**src/rtl/blackjack_table_ctrl_if.sv**
```systemverilog
`default_nettype none
// ============================================================================
// Module   : blackjack_table_ctrl_if
// Brief    : Card source request/valid handshake between table ctrl and deck.
// Revision : 1.0 - initial release
// ============================================================================
interface blackjack_table_ctrl_if #(
    parameter int VAL_W = 4,
    parameter int SYM_W = 2
) ();
    logic             card_req;
    logic             card_vld;
    logic [VAL_W-1:0] card_value;
    logic [SYM_W-1:0] card_symbol;

    modport master (output card_req, input card_vld, input card_value, input card_symbol);
    modport slave  (input card_req, output card_vld, output card_value, output card_symbol);
endinterface
`default_nettype wire

```
**src/rtl/blackjack_table_ctrl.sv**
```systemverilog
`default_nettype none
// ============================================================================
// Module   : blackjack_table_ctrl
// Brief    : One-player blackjack controller: draws cards, scores hands, runs
//            dealer auto-play and decides the winner.
//            Optional macro BLACKJACK_DEALER_H17_EN: dealer hits on soft 17.
// Revision : 1.0 - initial release
// ============================================================================
module blackjack_table_ctrl #(
    parameter int MAX_CARDS    = 9,
    parameter int VAL_W        = 4,
    parameter int SYM_W        = 2,
    parameter int DEALER_STAND = 17
) (
    input  wire logic                         clk,
    input  wire logic                         rst,
    input  wire logic                         deal,
    input  wire logic                         hit,
    input  wire logic                         stand,
    input  wire logic                         new_game,
    blackjack_table_ctrl_if.master            card,
    output logic [MAX_CARDS*VAL_W-1:0]        player_values,
    output logic [MAX_CARDS*SYM_W-1:0]        player_symbols,
    output logic [MAX_CARDS*VAL_W-1:0]        dealer_values,
    output logic [MAX_CARDS*SYM_W-1:0]        dealer_symbols,
    output logic [3:0]                        player_count,
    output logic [3:0]                        dealer_count,
    output logic [6:0]                        player_score,
    output logic [6:0]                        dealer_score,
    output logic                              dealer_hide,
    output logic [2:0]                        state_btn,
    output logic [1:0]                        result
);

    localparam logic [2:0] C_DEAL_CARDS = 3'd4;
    localparam logic [3:0] C_MAX_CNT    = 4'(MAX_CARDS);
    localparam logic [6:0] C_STAND      = 7'(DEALER_STAND);
    localparam logic [6:0] C_BJ         = 7'd21;

    typedef enum logic [2:0] {
        S_IDLE        = 3'd0,
        S_DEAL        = 3'd1,
        S_PLAYER_TURN = 3'd2,
        S_PLAYER_DRAW = 3'd3,
        S_DEALER_TURN = 3'd4,
        S_DEALER_DRAW = 3'd5,
        S_RESULT      = 3'd6
    } state_t;

    state_t           r_state;
    state_t           w_state_next;
    logic [2:0]       r_draw_cnt;
    logic             r_req;
    logic [1:0]       r_result;
    logic [1:0]       w_result_next;
    logic [1:0]       w_outcome;
    logic [3:0]       r_p_cnt;
    logic [3:0]       r_d_cnt;
    logic [VAL_W-1:0] r_p_val [MAX_CARDS];
    logic [SYM_W-1:0] r_p_sym [MAX_CARDS];
    logic [VAL_W-1:0] r_d_val [MAX_CARDS];
    logic [SYM_W-1:0] r_d_sym [MAX_CARDS];
    logic             w_need_draw;
    logic             w_req_next;
    logic             w_take;
    logic             w_to_player;
    logic             w_clear;
    logic [6:0]       w_p_sum;
    logic [6:0]       w_d_sum;
    logic             w_p_ace;
    logic             w_d_ace;
    logic             w_d_soft;
    logic             w_dealer_hits;

    function automatic logic [6:0] card_points(input logic [VAL_W-1:0] v);
        if (v >= VAL_W'(10)) return 7'd10;
        return 7'(v);
    endfunction

    // Empty slots hold 0, so they add no points and never count as an ace.
    always_comb begin
        w_p_sum = '0;
        w_d_sum = '0;
        w_p_ace = 1'b0;
        w_d_ace = 1'b0;
        for (int i = 0; i < MAX_CARDS; i++) begin
            w_p_sum = w_p_sum + card_points(r_p_val[i]);
            w_d_sum = w_d_sum + card_points(r_d_val[i]);
            if (r_p_val[i] == VAL_W'(1)) w_p_ace = 1'b1;
            if (r_d_val[i] == VAL_W'(1)) w_d_ace = 1'b1;
        end
    end

    assign w_d_soft     = w_d_ace && (w_d_sum <= 7'd11);
    assign player_score = (w_p_ace && (w_p_sum <= 7'd11)) ? w_p_sum + 7'd10 : w_p_sum;
    assign dealer_score = w_d_soft ? w_d_sum + 7'd10 : w_d_sum;

`ifdef BLACKJACK_DEALER_H17_EN
    assign w_dealer_hits = (dealer_score < C_STAND) || (w_d_soft && (dealer_score == 7'd17));
`else
    assign w_dealer_hits = (dealer_score < C_STAND);
`endif

    always_comb begin
        w_outcome = 2'd3;
        if (player_score > C_BJ)              w_outcome = 2'd2;
        else if (dealer_score > C_BJ)         w_outcome = 2'd1;
        else if (player_score > dealer_score) w_outcome = 2'd1;
        else if (player_score < dealer_score) w_outcome = 2'd2;
    end

    assign w_take        = r_req & card.card_vld;
    assign w_req_next    = w_need_draw & ~w_take;
    assign card.card_req = r_req;

    always_comb begin
        w_state_next  = r_state;
        w_result_next = r_result;
        w_clear       = 1'b0;
        w_need_draw   = 1'b0;
        w_to_player   = 1'b0;
        case (r_state)
            S_IDLE: begin
                if (deal) w_state_next = S_DEAL;
            end
            S_DEAL: begin
                w_need_draw = (r_draw_cnt < C_DEAL_CARDS);
                w_to_player = ~r_draw_cnt[0];
                if (!w_need_draw)
                    w_state_next = (player_score == C_BJ) ? S_RESULT : S_PLAYER_TURN;
            end
            S_PLAYER_TURN: begin
                if (stand || (hit && (r_p_cnt >= C_MAX_CNT))) w_state_next = S_DEALER_TURN;
                else if (hit)                                  w_state_next = S_PLAYER_DRAW;
            end
            S_PLAYER_DRAW: begin
                w_need_draw = (r_draw_cnt == 3'd0);
                w_to_player = 1'b1;
                if (!w_need_draw) begin
                    if (player_score > C_BJ)
                        w_state_next = S_RESULT;
                    else if ((player_score == C_BJ) || (r_p_cnt >= C_MAX_CNT))
                        w_state_next = S_DEALER_TURN;
                    else
                        w_state_next = S_PLAYER_TURN;
                end
            end
            S_DEALER_TURN: begin
                if (w_dealer_hits && (r_d_cnt < C_MAX_CNT)) w_state_next = S_DEALER_DRAW;
                else                                         w_state_next = S_RESULT;
            end
            S_DEALER_DRAW: begin
                w_need_draw = (r_draw_cnt == 3'd0);
                if (!w_need_draw) w_state_next = S_DEALER_TURN;
            end
            S_RESULT: begin
                if (new_game) begin
                    w_state_next  = S_IDLE;
                    w_clear       = 1'b1;
                    w_result_next = 2'd0;
                end
            end
            default: w_state_next = S_IDLE;
        endcase
        if ((w_state_next == S_RESULT) && (r_state != S_RESULT))
            w_result_next = w_outcome;
    end

    always_ff @(posedge clk or negedge rst) begin
        if (!rst) begin
            r_state    <= S_IDLE;
            r_draw_cnt <= '0;
            r_req      <= 1'b0;
            r_result   <= 2'd0;
            r_p_cnt    <= '0;
            r_d_cnt    <= '0;
            for (int i = 0; i < MAX_CARDS; i++) begin
                r_p_val[i] <= '0;
                r_p_sym[i] <= '0;
                r_d_val[i] <= '0;
                r_d_sym[i] <= '0;
            end
        end else begin
            r_state  <= w_state_next;
            r_req    <= w_req_next;
            r_result <= w_result_next;
            // Draw progress is per-state, so any transition restarts it.
            if (w_state_next != r_state) r_draw_cnt <= '0;
            else if (w_take)             r_draw_cnt <= r_draw_cnt + 3'd1;
            if (w_clear) begin
                r_p_cnt <= '0;
                r_d_cnt <= '0;
                for (int i = 0; i < MAX_CARDS; i++) begin
                    r_p_val[i] <= '0;
                    r_p_sym[i] <= '0;
                    r_d_val[i] <= '0;
                    r_d_sym[i] <= '0;
                end
            end else if (w_take) begin
                if (w_to_player && (r_p_cnt < C_MAX_CNT)) begin
                    for (int i = 0; i < MAX_CARDS; i++) begin
                        if (r_p_cnt == 4'(i)) begin
                            r_p_val[i] <= card.card_value;
                            r_p_sym[i] <= card.card_symbol;
                        end
                    end
                    r_p_cnt <= r_p_cnt + 4'd1;
                end else if (!w_to_player && (r_d_cnt < C_MAX_CNT)) begin
                    for (int i = 0; i < MAX_CARDS; i++) begin
                        if (r_d_cnt == 4'(i)) begin
                            r_d_val[i] <= card.card_value;
                            r_d_sym[i] <= card.card_symbol;
                        end
                    end
                    r_d_cnt <= r_d_cnt + 4'd1;
                end
            end
        end
    end

    for (genvar i = 0; i < MAX_CARDS; i++) begin : g_pack
        assign player_values [i*VAL_W +: VAL_W] = r_p_val[i];
        assign player_symbols[i*SYM_W +: SYM_W] = r_p_sym[i];
        assign dealer_values [i*VAL_W +: VAL_W] = r_d_val[i];
        assign dealer_symbols[i*SYM_W +: SYM_W] = r_d_sym[i];
    end

    always_comb begin
        state_btn = 3'd2;
        case (r_state)
            S_IDLE:        state_btn = 3'd0;
            S_PLAYER_TURN: state_btn = 3'd1;
            S_RESULT:      state_btn = 3'd3;
            default:       state_btn = 3'd2;
        endcase
    end

    assign dealer_hide  = (r_state == S_DEAL) || (r_state == S_PLAYER_TURN) ||
                          (r_state == S_PLAYER_DRAW);
    assign player_count = r_p_cnt;
    assign dealer_count = r_d_cnt;
    assign result       = r_result;

endmodule
`default_nettype wire

```
**src/flat_wrapper.sv**
```systemverilog
// flat-port wrapper written by rule: the top's interface ports become plain ports
module blackjack_table_ctrl_flat 
#(
    parameter int MAX_CARDS    = 9,
    parameter int VAL_W        = 4,
    parameter int SYM_W        = 2,
    parameter int DEALER_STAND = 17
)
  (clk, rst, deal, hit, stand, new_game, player_values, player_symbols, dealer_values, dealer_symbols, player_count, dealer_count, player_score, dealer_score, dealer_hide, state_btn, result, card_card_req, card_card_vld, card_card_value, card_card_symbol);
  blackjack_table_ctrl_if #(.VAL_W(VAL_W), .SYM_W(SYM_W)) card_i ();
  input  wire logic clk;
  input  wire logic rst;
  input  wire logic deal;
  input  wire logic hit;
  input  wire logic stand;
  input  wire logic new_game;
  output logic [MAX_CARDS*VAL_W-1:0] player_values;
  output logic [MAX_CARDS*SYM_W-1:0] player_symbols;
  output logic [MAX_CARDS*VAL_W-1:0] dealer_values;
  output logic [MAX_CARDS*SYM_W-1:0] dealer_symbols;
  output logic [3:0] player_count;
  output logic [3:0] dealer_count;
  output logic [6:0] player_score;
  output logic [6:0] dealer_score;
  output logic dealer_hide;
  output logic [2:0] state_btn;
  output logic [1:0] result;
  output wire logic [$bits(card_i.card_req)-1:0] card_card_req;
  input wire logic [$bits(card_i.card_vld)-1:0] card_card_vld;
  input wire logic [$bits(card_i.card_value)-1:0] card_card_value;
  input wire logic [$bits(card_i.card_symbol)-1:0] card_card_symbol;
  assign card_card_req = card_i.card_req;
  assign card_i.card_vld = card_card_vld;
  assign card_i.card_value = card_card_value;
  assign card_i.card_symbol = card_card_symbol;
  blackjack_table_ctrl #(.MAX_CARDS(MAX_CARDS), .VAL_W(VAL_W), .SYM_W(SYM_W), .DEALER_STAND(DEALER_STAND)) u_core (.clk(clk), .rst(rst), .deal(deal), .hit(hit), .stand(stand), .new_game(new_game), .card(card_i), .player_values(player_values), .player_symbols(player_symbols), .dealer_values(dealer_values), .dealer_symbols(dealer_symbols), .player_count(player_count), .dealer_count(dealer_count), .player_score(player_score), .dealer_score(dealer_score), .dealer_hide(dealer_hide), .state_btn(state_btn), .result(result));
endmodule
```
**config.mk**
```make
export PLATFORM = sky130hd
export DESIGN_NAME = blackjack_table_ctrl_flat
export DESIGN_NICKNAME = d
export VERILOG_FILES = /design/src/rtl/blackjack_table_ctrl_if.sv /design/src/rtl/blackjack_table_ctrl.sv /design/src/flat_wrapper.sv
export SDC_FILE = /design/constraint.sdc
export NUM_CORES = 1
export LEC_CHECK = 0
export ABC_CLOCK_PERIOD_IN_PS = 15720
export BUFFER_PORTS_ARGS = -buffer_cell sky130_fd_sc_hd__buf_2
export CORE_MARGIN = 3
export CORE_UTILIZATION = 28
export DETAILED_ROUTE_END_ITERATION = 16
export PLACE_DENSITY = 0.45
export SKIP_LAST_GASP = 1
export SYNTH_ARGS = -nofsm -noshare
export SYNTH_HDL_FRONTEND = slang
export SYNTH_SLANG_ARGS = --single-unit
```
**constraint.sdc**
```tcl
create_clock -name clk -period 15.72 [get_ports clk]
set_clock_uncertainty 0.2 [all_clocks]
set_input_delay 3.144 -clock clk [delete_from_list [all_inputs] [get_ports clk]]
set_output_delay 3.144 -clock clk [all_outputs]
set_load 0.01 [all_outputs]
```
==> results_dict.tcl, run 1 <==
set metrics [dict create \
    grt_pass1_vias 6727 \
    diodes 0 \
    hold_viol 0 \
    first_pass_iters 5 \
    max_freq_ghz 0.1137 \
    core_area_um2 29090 \
    pre_cts_slack_ns 7.375 \
    drv_cap 0 \
    whs_path_depth 2 \
    crit_type "reg -> out" \
    reg2regPathDepth 26 \
    synth.ff_latch_count 125 \
    period_minus_slack_ns 8.797 \
    place_congestion 0.8739 \
    place.detailed.hpwl_um 19820 \
    reg2reg_slack_ns 9.45 \
    clk_pin_slew_ns 0.06 \
    utilization_pct 34.65 \
    wl_per_cell_um 18.22 \
    vias_per_cell 4.743 \
    crit_cells 17 \
    slew_headroom_pct 31.40 \
    endpoint_kind "output port" \
    grt_overflow 0 \
    holdCritPathClass "reg -> reg" \
    outcome "completed" \
    yosysWarnings 0 \
    grt_max_degree 76 \
    cts_resized 0 \
    path_max_fanout 7 \
    multi_input_area_um2 4693 \
    die_x_um 178.9 \
    clockBufferDepth 2 \
    clkSinkCount 125 \
    initial_utilization_pct 28.77 \
    hold_buffers 0 \
    cts_tree "done" \
    avgSynthCellArea_um2 9.423 \
    synth_cell_type_count 67 \
    num-nets-final 1121 \
    gr-usage-all-layers_pct 16.41 \
    ant_nets 0 \
    die_area_um2 32000 \
    antenna_found_initial 0 \
    portBuffers 148 \
    tightest_slew_ns 1.029 \
    path_cells "nand2b_1 -> fa_1 -> inv_1 -> fa_1 -> fa_1 -> inv_1 -> fa_1 -> inv_1 -> ha_1 -> inv_1 -> fa_1 -> xor2_1 -> o41ai_4 -> nor4_4 -> mux2i_1 -> inv_1 -> buf_2" \
    synth_edf_count 0 \
    via_count 6706 \
    grt_pass1_wl_um 40250 \
    synth_flop_cell "dfrtp_1" \
    finalCritPeriodShare_pct 55.96 \
    postCtsSetupRepairBufs 0 \
    timing.setup.tns_ns 0 \
    syn-instance-count 888 \
    slew_violations 0 \
    async_flop_share_pct 100.0 \
    ios 150 \
    area_growth_pct 20.44 \
    finalSetupViolations 0 \
    nFillCells 3025 \
    die_h_um 178.9 \
    drt_iter0_drc 502 \
    crit_arrival_ns 5.45 \
    clock_tree.root_cell "clkbuf_16" \
    cp_top_family "adder cells" \
    cts_max_level 4 \
    max_stage_delay_ns 0.54 \
    ys_seq_area_share_pct 37.38 \
    insertion_delay_ns 0.42 \
    rows 62 \
    synthesis.area_um2 8368 \
    cp.buffers_inverters 6 \
    fin_ws_ns 6.923 \
    seqCellArea_um2 3128 \
    drive_gt1_share_pct 20.10 \
    drc_errors 0 \
    routed_wl_um 25770 \
    syn_nets 992 \
    numCtsBuffers 17 \
    slowest_stage "fa_1" \
    cp.required_ns 12.38 \
    rsz0062_at_grt "no" \
    critPathLaunchType "flop" \
]
==> flip-flops by register name, indices dropped and copies added (netlist names) <==
| name | flops |
|---|---|
| u_core.dealer_values | 36 |
| u_core.player_values | 36 |
| u_core.dealer_symbols | 18 |
| u_core.player_symbols | 18 |
| u_core.dealer_count | 4 |
| u_core.player_count | 4 |
| u_core.r_draw_cnt | 3 |
| u_core.r_state | 3 |
| u_core.result | 2 |
| u_core.card.card_req | 1 |
==> Yosys cell counts, types with 4 or more instances <==
master	count	share of area (%)
clkbuf_1	39	1.7
nor4b_1	11	1.2
a31oi_1	6	0.45
mux2i_1	65	7.8
inv_1	100	4.5
fa_1	52	12
nor2_1	97	4.4
xnor2_1	7	0.73
a31o_2	4	0.42
dfrtp_1	125	37
o21a_1	6	0.54
nand2b_1	6	0.45
ha_1	39	5.8
nand3_1	37	2.2
nor2b_1	10	0.75
xor2_1	5	0.52
nor3_1	5	0.30
a21oi_1	61	3.6
o21ai_0	49	2.9
nand2_1	90	4.0
==> worst paths after layout <==
| path | end | start |
|---|---|---|
| worst min register to register | u_core.dealer_symbols[8] | u_core.dealer_symbols[8] |
| max in group asynchronous | u_core.player_count[0] | rst |
| worst max-delay path | dealer_score[2] | u_core.dealer_values[35] |
| min in group asynchronous | u_core.dealer_symbols[15] | rst |
| worst min-delay path | u_core.dealer_symbols[8] | u_core.dealer_symbols[8] |
| worst max register to register | u_core.result[1] | u_core.dealer_values[35] |
==> worst min-delay path, stage by stage, from the launching register on <==
cell and delay (ns):
dfrtp_1 0.33, nand2_1 0.05, o21ai_0 0.06
==> cells in the final DEF (no fill, tap or decap), drive strengths merged, types with 7 or more instances in the layout <==
| cell | count |
|---|---|
| buf | 152 |
| dfrtp | 125 |
| inv | 106 |
| nor2 | 97 |
| nand2 | 91 |
| mux2i | 65 |
| a21oi | 63 |
| fa | 52 |
| o21ai | 50 |
| ha | 39 |
| nand3 | 37 |
| clkbuf | 20 |
| nor4b | 11 |
| nor2b | 10 |
| xnor2 | 7 |
| nor3 | 7 |
==> final cells by class <==
type | instances | share of cell area, %
Clock buffer | 20 | 4.531
Clock inverter | 12 | 1.589
Inverter | 103 | 3.836
Multi-Input combinational cell | 618 | 46.57
Sequential cell | 125 | 31.04
Tap cell | 384 | 4.767
Timing Repair Buffer | 152 | 7.672
==> metal layers <==
metal	global-route usage (%)	vias up	routed length [um]
met1	23.94	3296	12650
li1	-	3227	-
met4	4.610	0	442
met2	24.41	159	11340
met3	3.621	24	1334
met5	0	-	0
==> cells by family (layout without fill, tap and decap cells) <==
kind of cell | after synthesis | after routing | share of synthesized area, %
AO/OA/AOI/OAI | 162 | 162 | 11.92
adder cells (fa/ha/maj) | 91 | 91 | 18.27
AND/OR/NAND/NOR | 284 | 284 | 16.15
other | 1 | 1 | 0.04481
multiplexers | 67 | 67 | 8.134
XOR/XNOR | 13 | 13 | 1.450
buffers and inverters | 145 | 287 | 6.654
flip-flops | 125 | 125 | 37.38
==> metrics by stage <==
stage / instances / hold slack (ns) / area (um2)
after floorplan: 888 / 0.3162 / 8368
after detailed placement: 1382 / 0.2657 / 9462
after global placement: 1382 / 0.2591 / 9462
after global routing: 1414 / 0.3005 / 10080
after CTS: 1414 / 0.2786 / 10080
final: 1414 / 0.2752 / 10080
Power of run 1 is left out: the tool's default activity adds up to more than one toggle a clock period on the data nets, which glitch-free logic cannot reach.
==> run 2: changes to the inputs <==
--- a/config.mk
+++ b/config.mk
@@ -5,12 +5,13 @@
 export SDC_FILE = /design/constraint.sdc
 export NUM_CORES = 1
 export LEC_CHECK = 0
-export ABC_CLOCK_PERIOD_IN_PS = 15720
+export ABC_AREA = 1
+export ABC_CLOCK_PERIOD_IN_PS = 7250
 export BUFFER_PORTS_ARGS = -buffer_cell sky130_fd_sc_hd__buf_2
 export CORE_MARGIN = 3
 export CORE_UTILIZATION = 28
 export DETAILED_ROUTE_END_ITERATION = 16
-export PLACE_DENSITY = 0.45
+export PLACE_DENSITY = 0.46
 export SKIP_LAST_GASP = 1
 export SYNTH_ARGS = -nofsm -noshare
 export SYNTH_HDL_FRONTEND = slang
==> constraint.sdc (replaced) <==
create_clock -name clk -period 7.25 [get_ports clk]
set_clock_uncertainty 0.2 [all_clocks]
set_input_delay 1.45 -clock clk [delete_from_list [all_inputs] [get_ports clk]]
set_output_delay 1.45 -clock clk [all_outputs]
set_load 0.01 [all_outputs]
==> results_dict.tcl, run 2 <==
set metrics [dict create \
    diodes 0 \
    timing.setup.tns_ns 0 \
    crit_arrival_ns 4.95 \
    endpoint_kind "output port" \
    synth_flop_cell "dfrtp_1" \
    slew_headroom_pct 20.18 \
    critPathLaunchType "flop" \
    wl_per_cell_um 16.08 \
    grt_pass1_vias 6745 \
    insertion_delay_ns 0.42 \
    avgSynthCellArea_um2 8.353 \
    ys_seq_area_share_pct 38.06 \
    yosysWarnings 0 \
    cts_max_level 4 \
    slew_violations 0 \
    portBuffers 148 \
    antenna_found_initial 0 \
    die_h_um 177.3 \
    cts_tree "done" \
    die_x_um 177.3 \
    clockBufferDepth 2 \
    path_max_fanout 5 \
    period_minus_slack_ns 6.603 \
    place_congestion 0.8184 \
    postCtsSetupRepairBufs 0 \
    synth-simple-area-share_pct 19.46 \
    via_count 6684 \
    ios 150 \
    multi_input_area_um2 4278 \
    rsz0062_at_grt "no" \
    outcome "completed" \
    syn-instance-count 984 \
    place_area_um2 9325 \
    finalCritPeriodShare_pct 91.07 \
    hold_viol 0 \
    syn_nets 1088 \
    async_flop_share_pct 100.0 \
    grt_pass1_wl_um 38740 \
    seqCellArea_um2 3128 \
    clkSinkCount 125 \
    max_freq_ghz 0.1515 \
    numCtsBuffers 17 \
    die_area_um2 31450 \
    cp.required_ns 5.60 \
    synth_edf_count 0 \
    first_pass_iters 4 \
    hold_buffers 0 \
    core_area_um2 28780 \
    place.detailed.hpwl_um 19000 \
    tightest_slew_ns 1.182 \
    post-route-cell-area_um2 9966 \
    area_growth_pct 21.25 \
    crit_path_start "u_core.dealer_values[35]" \
    gr-usage-all-layers_pct 16.02 \
    grt_max_degree 78 \
    yosysTopAreaCell "dfrtp_1" \
    synthesis.area_um2 8219 \
    crit_type "reg -> out" \
    drive_gt1_share_pct 20.84 \
    hp-start "u_core.player_symbols[8]" \
    finalSetupViolations 0 \
    num-nets-final 1228 \
    cts_resized 0 \
    synth_top_area_share_pct 38.06 \
    cp_top_family "adder cells" \
    synth_top_family_by_area "simple AND/OR/NAND/NOR gates" \
    rows 62 \
    drv_cap 0 \
    synth_xor_area_share_pct 0.9743 \
    grt_overflow 0 \
    rr_startpoint "u_core.dealer_values[35]" \
    nFillCells 3044 \
    path_cells "inv_1 -> nand2_1 -> fa_1 -> inv_1 -> fa_1 -> fa_1 -> inv_1 -> fa_1 -> inv_1 -> ha_1 -> inv_1 -> fa_1 -> xor2_1 -> nand2_1 -> nor2_4 -> nand4_1 -> and2_1 -> inv_1 -> buf_2" \
    drt_iter0_drc 412 \
    vias_per_cell 4.394 \
    synth_most_common_cell "nand2_1" \
    cp.buffers_inverters 7 \
    holdCritPathClass "reg -> reg" \
    synth.area.mux_share_pct 0.4110 \
    mostFrequentLayoutCells "206 x nand2_1, 167 x inv_1, 147 x buf_2" \
    synth.ff_latch_count 125 \
    mostFrequentLayoutCell "nand2_1" \
    clk_pin_slew_ns 0.06 \
    synth_cell_type_count 43 \
    synth_area_leaders "dfrtp_1 38%, fa_1 13%, nand2_1 9.4%" \
    drc_errors 0 \
    initial_utilization_pct 28.56 \
    ant_nets 0 \
    routed_wl_um 24460 \
    synthAdderAreaFrac_pct 18.60 \
    slowest_stage "fa_1" \
    clock_tree.root_cell "clkbuf_16" \
    max_stage_delay_ns 0.54 \
    synth_common_cells "206 x nand2_1, 167 x inv_1, 125 x dfrtp_1" \
    synth-compound-area-share_pct 12.56 \
    crit_top_cell "inv_1" \
]
## run 2: cell types whose count changed after synthesis, sizes merged, moves of 18 or more
cell / delta
a21oi: -24
clkbuf: -22
inv: +75
mux2i: -65
nand2: +127
nor2: -18
o21ai: +76
## run 2: cells by family after synthesis
family          Yosys count
mux                       3
xor+xnor                  7
simple gates            367
other cells               1
flops                   125
compound gates          181
fa+ha+maj                91
buf+inv                 209
## run 2: area by class of cell
class,count,share of cell area (%)
well taps,384,4.821
clock buffers,20,4.583
multi-input cells,650,42.93
inverters,179,6.755
flip-flops and latches,125,31.39
repair buffers,151,7.684
clock inverters,12,1.846
## run 2: final timing paths
path	endpoint	slack [ns]	cells past startpoint
min in group asynchronous	u_core.player_values[29]	0.99	1
max reg2reg	u_core.result[1]	1.41	27
min reg2reg	u_core.player_symbols[8]	0.28	2
max	dealer_score[4]	0.65	19
max in group asynchronous	u_core.dealer_values[18]	4.52	2
min	u_core.player_symbols[8]	0.28	2
## run 2: tightest hold or removal path, cell delays in order, from the launching register on
cell     delay (ns)
dfrtp_1        0.34
nand2_1        0.05
o21ai_0        0.06
## run 2: metrics by stage
| step | setup slack, ns | hold WS, ns | std cells | util [%] |
|---|---|---|---|---|
| after global routing | 0.2262 | 0.3107 | 1521 | 34.63 |
| final | 0.6472 | 0.2830 | 1521 | 34.63 |
| after global placement | 1.139 | 0.2635 | 1489 | 32.40 |
| after CTS | 0.5858 | 0.2887 | 1521 | 34.63 |
| after detailed placement | 1.048 | 0.2725 | 1489 | 32.40 |
| after floorplan | 1.413 | 0.3187 | 984 | - |
## run 2: metal layers
metal,vias up,routed length (um),track usage (%)
met5,-,0,0
met4,0,415,4.908
met3,26,1022,3.188
met2,104,10410,23.99
met1,3168,12610,23.33
li1,3386,-,-
Power of run 2 is left out for the same reason.
